[src/rtl/tree_output_packer.sv]
// tree_output_packer
//   Drain end of the merge sorter tree. Collects the tree's sorted record
//   stream into words of 2^P_LOG records and queues them in a small
//   first-word-fall-through FIFO for the memory writer. It back-pressures
//   the tree through a registered STALL. It also flags key-order
//   violations and dropped records in a sticky error register.
//
// Ports
//   CLK      clock
//   RST_X    synchronous reset, active-low
//   DIN      sorted record from the tree; the key is DIN[KEYW-1:0]
//   DINEN    DIN valid
//   FLUSH    end-of-sequence pulse; pads and emits any partial word
//   STALL    registered stall request to the tree
//   DOT      packed word; lane 0 holds the earliest record
//   DOTEN    DOT valid (FIFO non-empty)
//   DOT_RDY  downstream accepts DOT
//   CNT      records accepted since reset, wraps modulo 2^32
//   ERR      sticky errors; bit0 order violation, bit1 overflow

module tree_output_packer #(
  parameter int P_LOG    = 3,
  parameter int FIFO_LOG = 2,
  parameter int DATW     = 64,
  parameter int KEYW     = 32,
  parameter int TREE_LAT = 4
) (
  input  logic                       CLK,
  input  logic                       RST_X,
  input  logic [DATW-1:0]            DIN,
  input  logic                       DINEN,
  input  logic                       FLUSH,
  output logic                       STALL,
  output logic [(DATW<<P_LOG)-1:0]   DOT,
  output logic                       DOTEN,
  input  logic                       DOT_RDY,
  output logic [31:0]                CNT,
  output logic [1:0]                 ERR
);

  localparam int NLANES = 1 << P_LOG;
  localparam int FDEPTH = 1 << FIFO_LOG;
  localparam int WORDW  = DATW * NLANES;
  localparam int CW     = FIFO_LOG + 1;

  typedef enum logic {ST_RUN, ST_FLUSH_WAIT} state_t;

  state_t               state;
  logic [P_LOG-1:0]     idx;
  logic [DATW-1:0]      lane_q   [NLANES];
  logic [WORDW-1:0]     fifo_mem [FDEPTH];
  logic [FIFO_LOG-1:0]  rd_ptr;
  logic [FIFO_LOG-1:0]  wr_ptr;
  logic [CW-1:0]        count;
  logic [KEYW-1:0]      last_key;
  logic                 check_en;

  logic                 pop;
  logic                 push;
  logic                 accept;
  logic                 drop;
  logic                 go_pending;
  logic                 leave_pending;
  logic                 pend_next;
  logic [P_LOG-1:0]     wr_lane;
  logic [P_LOG-1:0]     placed;
  logic [P_LOG-1:0]     idx_next;
  logic [CW-1:0]        count_next;
  logic [WORDW-1:0]     push_word;
  int                   pad_lim;
  int                   free_cur;
  int                   free_next;

  assign DOTEN = (count != '0);
  assign DOT   = fifo_mem[rd_ptr];

  // Record slots are counted as whole FIFO words that are still free,
  // minus the lanes already claimed by the partial word. A record is only
  // taken when that count is positive, so a partial word always has a
  // FIFO word reserved for it. The one exception is a padded word held
  // back by a flush.
  // While a padded word is held back, the FIFO is full. The held word
  // goes out on the first pop. A record arriving in that same cycle starts
  // the next word in lane 0.
  always_comb begin
    pop           = DOTEN && DOT_RDY;
    push          = 1'b0;
    accept        = 1'b0;
    drop          = 1'b0;
    go_pending    = 1'b0;
    leave_pending = 1'b0;
    wr_lane       = idx;
    placed        = idx;
    idx_next      = idx;
    pad_lim       = NLANES;
    free_cur      = (FDEPTH - int'(count) + int'(pop)) * NLANES - int'(idx);

    if (state == ST_FLUSH_WAIT) begin
      pad_lim = int'(idx);
      if (pop) begin
        push          = 1'b1;
        leave_pending = 1'b1;
        wr_lane       = '0;
        idx_next      = '0;
        if (DINEN) begin
          accept   = 1'b1;
          idx_next = P_LOG'(1);
        end
      end else begin
        drop = DINEN;
      end
    end else begin
      accept   = DINEN && (free_cur > 0);
      drop     = DINEN && !accept;
      placed   = idx + P_LOG'(accept);
      idx_next = placed;
      if (accept && (idx == {P_LOG{1'b1}})) begin
        push = 1'b1;
      end else if (FLUSH && (placed != '0)) begin
        pad_lim = int'(placed);
        if ((count != CW'(FDEPTH)) || pop) begin
          push     = 1'b1;
          idx_next = '0;
        end else begin
          go_pending = 1'b1;
        end
      end
    end

    // Build the outgoing word. A record accepted this cycle into the
    // current word is merged in, and lanes past the fill point read as
    // all-ones padding.
    push_word = '1;
    for (int k = 0; k < NLANES; k++) begin
      if (k < pad_lim) begin
        if ((state == ST_RUN) && accept && (idx == P_LOG'(k)))
          push_word[k*DATW +: DATW] = DIN;
        else
          push_word[k*DATW +: DATW] = lane_q[k];
      end
    end

    count_next = count + CW'(push) - CW'(pop);
    free_next  = (FDEPTH - int'(count_next)) * NLANES - int'(idx_next);
    pend_next  = go_pending || ((state == ST_FLUSH_WAIT) && !leave_pending);
  end

  // Lane and FIFO storage carries no reset. Anything stale is either
  // overwritten before use or masked by padding and empty pointers.
  always_ff @(posedge CLK) begin
    if (accept)
      lane_q[wr_lane] <= DIN;
    if (push)
      fifo_mem[wr_ptr] <= push_word;
  end

  // Control state, counters and sticky flags.
  // FLUSH is applied after the record placement, so a record that arrives
  // with FLUSH is still order-checked before the checker re-arms.
  always_ff @(posedge CLK) begin
    if (!RST_X) begin
      state    <= ST_RUN;
      idx      <= '0;
      rd_ptr   <= '0;
      wr_ptr   <= '0;
      count    <= '0;
      STALL    <= 1'b0;
      CNT      <= '0;
      ERR      <= '0;
      last_key <= '0;
      check_en <= 1'b0;
    end else begin
      idx   <= idx_next;
      count <= count_next;
      if (push)
        wr_ptr <= wr_ptr + FIFO_LOG'(1);
      if (pop)
        rd_ptr <= rd_ptr + FIFO_LOG'(1);
      if (accept) begin
        CNT      <= CNT + 32'd1;
        last_key <= DIN[KEYW-1:0];
        check_en <= 1'b1;
        if (check_en && (DIN[KEYW-1:0] < last_key))
          ERR[0] <= 1'b1;
      end
      if (FLUSH)
        check_en <= 1'b0;
      if (drop)
        ERR[1] <= 1'b1;
      if (go_pending)
        state <= ST_FLUSH_WAIT;
      else if (leave_pending)
        state <= ST_RUN;
      STALL <= (free_next <= TREE_LAT) || pend_next;
    end
  end

endmodule

[config.mk]
export PLATFORM = sky130hd
export DESIGN_NAME = tree_output_packer
export DESIGN_NICKNAME = d
export VERILOG_FILES = /design/src/rtl/tree_output_packer.sv
export SDC_FILE = /design/constraint.sdc
export NUM_CORES = 2
export LEC_CHECK = 0
export ABC_AREA = 1
export BUFFER_PORTS_ARGS = -buffer_cell sky130_fd_sc_hd__buf_2
export CORE_MARGIN = 8
export CORE_UTILIZATION = 25
export CTS_CLUSTER_SIZE = 10
export DETAILED_ROUTE_END_ITERATION = 6
export PLACE_DENSITY = 0.37
export SLEW_MARGIN = 25
export SYNTH_ARGS = -nofsm -noshare
export SYNTH_HDL_FRONTEND = slang
export SYNTH_SLANG_ARGS = --single-unit
[constraint.sdc]
create_clock -name CLK -period 35 [get_ports CLK]
set_input_delay 5.25 -clock CLK [delete_from_list [all_inputs] [get_ports CLK]]
set_output_delay 5.25 -clock CLK [all_outputs]
set_load 0.02 [all_outputs]
==> results.tsv <==
metric	value	unit
overflow	0	
hold_end	ERR[0]	
cts_buffers	325	
leakagePower	0.0398	uW
peakVddDrop	0.0724	mV
rsz0062_at_grt	false	
nNetsFinal	8339	
clockBufferDepth	4	
finalSetupViolCount	0	
synthFlopType	edfxtp_1	
finalWirelength	407	mm
die_area	0.433	mm2
grt_pass1_wl	552	mm
async_reset_ff_share	0	%
holdPathStages	2	
r2r_slack	26.60	ns
drtIter0Drc	5455	
worstSkewPairLatency	0.92	ns
path_class	in2reg	
slew_violations	0	
final_common_cell	edfxtp_1	
hold_class	reg2reg	
worst_pin_slew	1.15	ns
fin_skew	0.0512	ns
yosys.area_share.adder	0.615	%
fin_crit	11.76	ns
synth_xor_xnor_area_share	0.162	%
ff2ff_path_depth	20	
synth-compound-area-share	10.8	%
postSynthCellCount	7607	
fmax	0.0851	GHz
synth_area	0.103	mm2
cts_max_level	5	
start_util	25.1	%
fp.dieW	658	um
seq_area_frac_synth	76.2	%
r2r-end	fifo_mem[2][174]	
rows	235	
hpwl	243	mm
yosysWarningCount	0	
wl_per_cell	29.3	um
clock-root-buffer	clkbuf_16	
post_cts_buffers	0	
placed_area	0.113	mm2
io_buffer_count	616	
setup.worst_path.start_class	input port	
design_area	0.122	mm2
r2r-start	count[0]	
fin_cells	13900	
grtUsageTotal	18.0	%
place_inst	13300	
fin_util	29.8	%
cts_resized	0	
synth_enable_flop_cells	2560	
final_min_period_over_clock_period	33.6	%
coreArea	0.410	mm2
worst_slack	23.24	ns
synth_top_family_by_area	compound AO/OA/AOI/OAI gates	
maxSlewHeadroom	23.7	%
antenna_found_initial	71	
layout_common_cells	edfxtp_1, o21ai_0, nor2_1	
crit_fanout	80	
cp-end-kind	flip-flop	
drc	0	
area_delta_synth_final	18.5	%
drt_pass1_iterations	6	
cts.sinks	2641	
finalHoldViolCount	0	
max_cap_viol_count	0	
drive_gt1_share	14.4	%
synth_cell_types	45	
postRouteAntennaNets	0	
setup-tns-final	0	ns
fp.dieH	658	um
synth_seq_cells	2641	
syn_area_per_cell	13.5	um2
vias	65600	
gp_congestion	0.761	
critPathArrivalTime	12.25	ns
synthMuxAreaShare	1.87	%
place_ws	22.29	ns
p_per_area	93.2	mW/mm2
hold_start	ERR[0]	
clkSlewWorstSetupHoldPaths	0.05	ns
cts_tree	built	
grt_pass1_vias	64000	
status	complete, no violations	
synth-simple-area-share	7.66	%
syn_nets	7726	
cp.required	35.49	ns
io_pins	617	
ctsHoldBuffers	0	
via_per_inst	4.72	
grt_start_max_net_pins	211	
[power breakdown]
group | switching, uW | leakage, uW | internal [uW]
clock | 1310 | 0.00447 | 1720
combinational | 3010 | 0.0117 | 746
sequential | 109 | 0.0236 | 4490
total | 4430 | 0.0398 | 6950
[critical path, cell delays in order]
cell and delay (ns):
buf_2 0.10, nand2_1 0.08, inv_1 0.25, ha_1 0.24, ha_1 0.17, inv_1 0.06
o211ai_1 0.37, nand4_4 0.21, nor2_4 0.54, inv_4 0.32, nand2_1 0.21, inv_1 0.22
nor2_4 0.65, buf_12 0.36, buf_16 0.36, buf_4 0.77, buf_4 0.81, buf_4 0.79
[kinds of logic (layout without fill, tap and decap cells)]
group | after synthesis | count (layout)
and+or+nand+nor | 1999 | 1999
xor gates and xnor gates | 19 | 19
buffers and inverters | 692 | 1478
other | 0 | 40
AOI/OAI and AO/OA | 2014 | 2014
adders and majority gates | 50 | 50
DFF | 2641 | 2641
muxes | 192 | 192
[worst max path at each step]
stage | start | endpoint | cells past startpoint
after floorplan | DOT_RDY | fifo_mem[0][0] | 12
after global placement | DOT_RDY | fifo_mem[2][179] | 26
after detailed placement | DOT_RDY | fifo_mem[2][178] | 17
after CTS | DOT_RDY | fifo_mem[2][174] | 17
after global routing | DOT_RDY | fifo_mem[2][172] | 18
final | DOT_RDY | fifo_mem[2][174] | 18
[cell type report]
cell class | instances | area (um2)
antenna | 40 | 100
clock buffer | 420 | 8530
clock inverter | 80 | 733
fill | 41200 | 288000
inverter | 178 | 694
multi-input combinational | 4274 | 21900
sequential | 2641 | 78500
tap | 5451 | 6820
timing repair buffer | 800 | 4820
[registers in the layout, summed over array words and instances (netlist names), named ones only]
register and flops:
count 3, check_en 1, wr_ptr 2, last_key 32, ERR 2, state 1, fifo_mem 2048, STALL 1
idx 3, CNT 32, rd_ptr 2, lane_q 512
[synth_stat cells, types with 2 or more instances]
cell type	number	area, um2
o22ai_1	512	3200
buf_2	57	285
a211oi_1	3	22.5
buf_1	11	41.3
buf_6	15	169
xor2_1	15	131
ha_1	49	613
o21ai_1	4	20.0
dfxtp_1	81	1620
o211ai_1	130	976
o21bai_1	2	15.0
clkinv_1	2	7.51
a21oi_1	88	440
clkbuf_1	428	1610
nand2_1	708	2660
nand2_2	3	18.8
nor3_1	21	105
nand3_1	144	721
mux2i_1	192	1920
inv_2	8	30.0
inv_1	168	631
xnor2_1	4	35.0
edfxtp_1	2560	76900
nor4_1	10	62.6
nor2_4	3	33.8
nor4_2	4	50.1
o21ai_0	1266	6340
buf_4	3	22.5
nor2_2	6	37.5
nand4_1	11	68.8
a31oi_1	2	12.5
nor2_1	1084	4070
[per-stage QoR]
step	hold WS [ns]	power [uW]
final	0.447	11400
after global routing	0.469	11900
after CTS	0.451	11600
after detailed placement	0.441	8570
after global placement	0.443	8480
after floorplan	0.433	7030
[layer usage]
metal,track usage (%),share of wire [%]
met4,5.45,3.2
met3,2.24,4.7
met1,23.4,43
met2,31.3,49
met5,0,0.020
(Power assumes the default switching activity.)
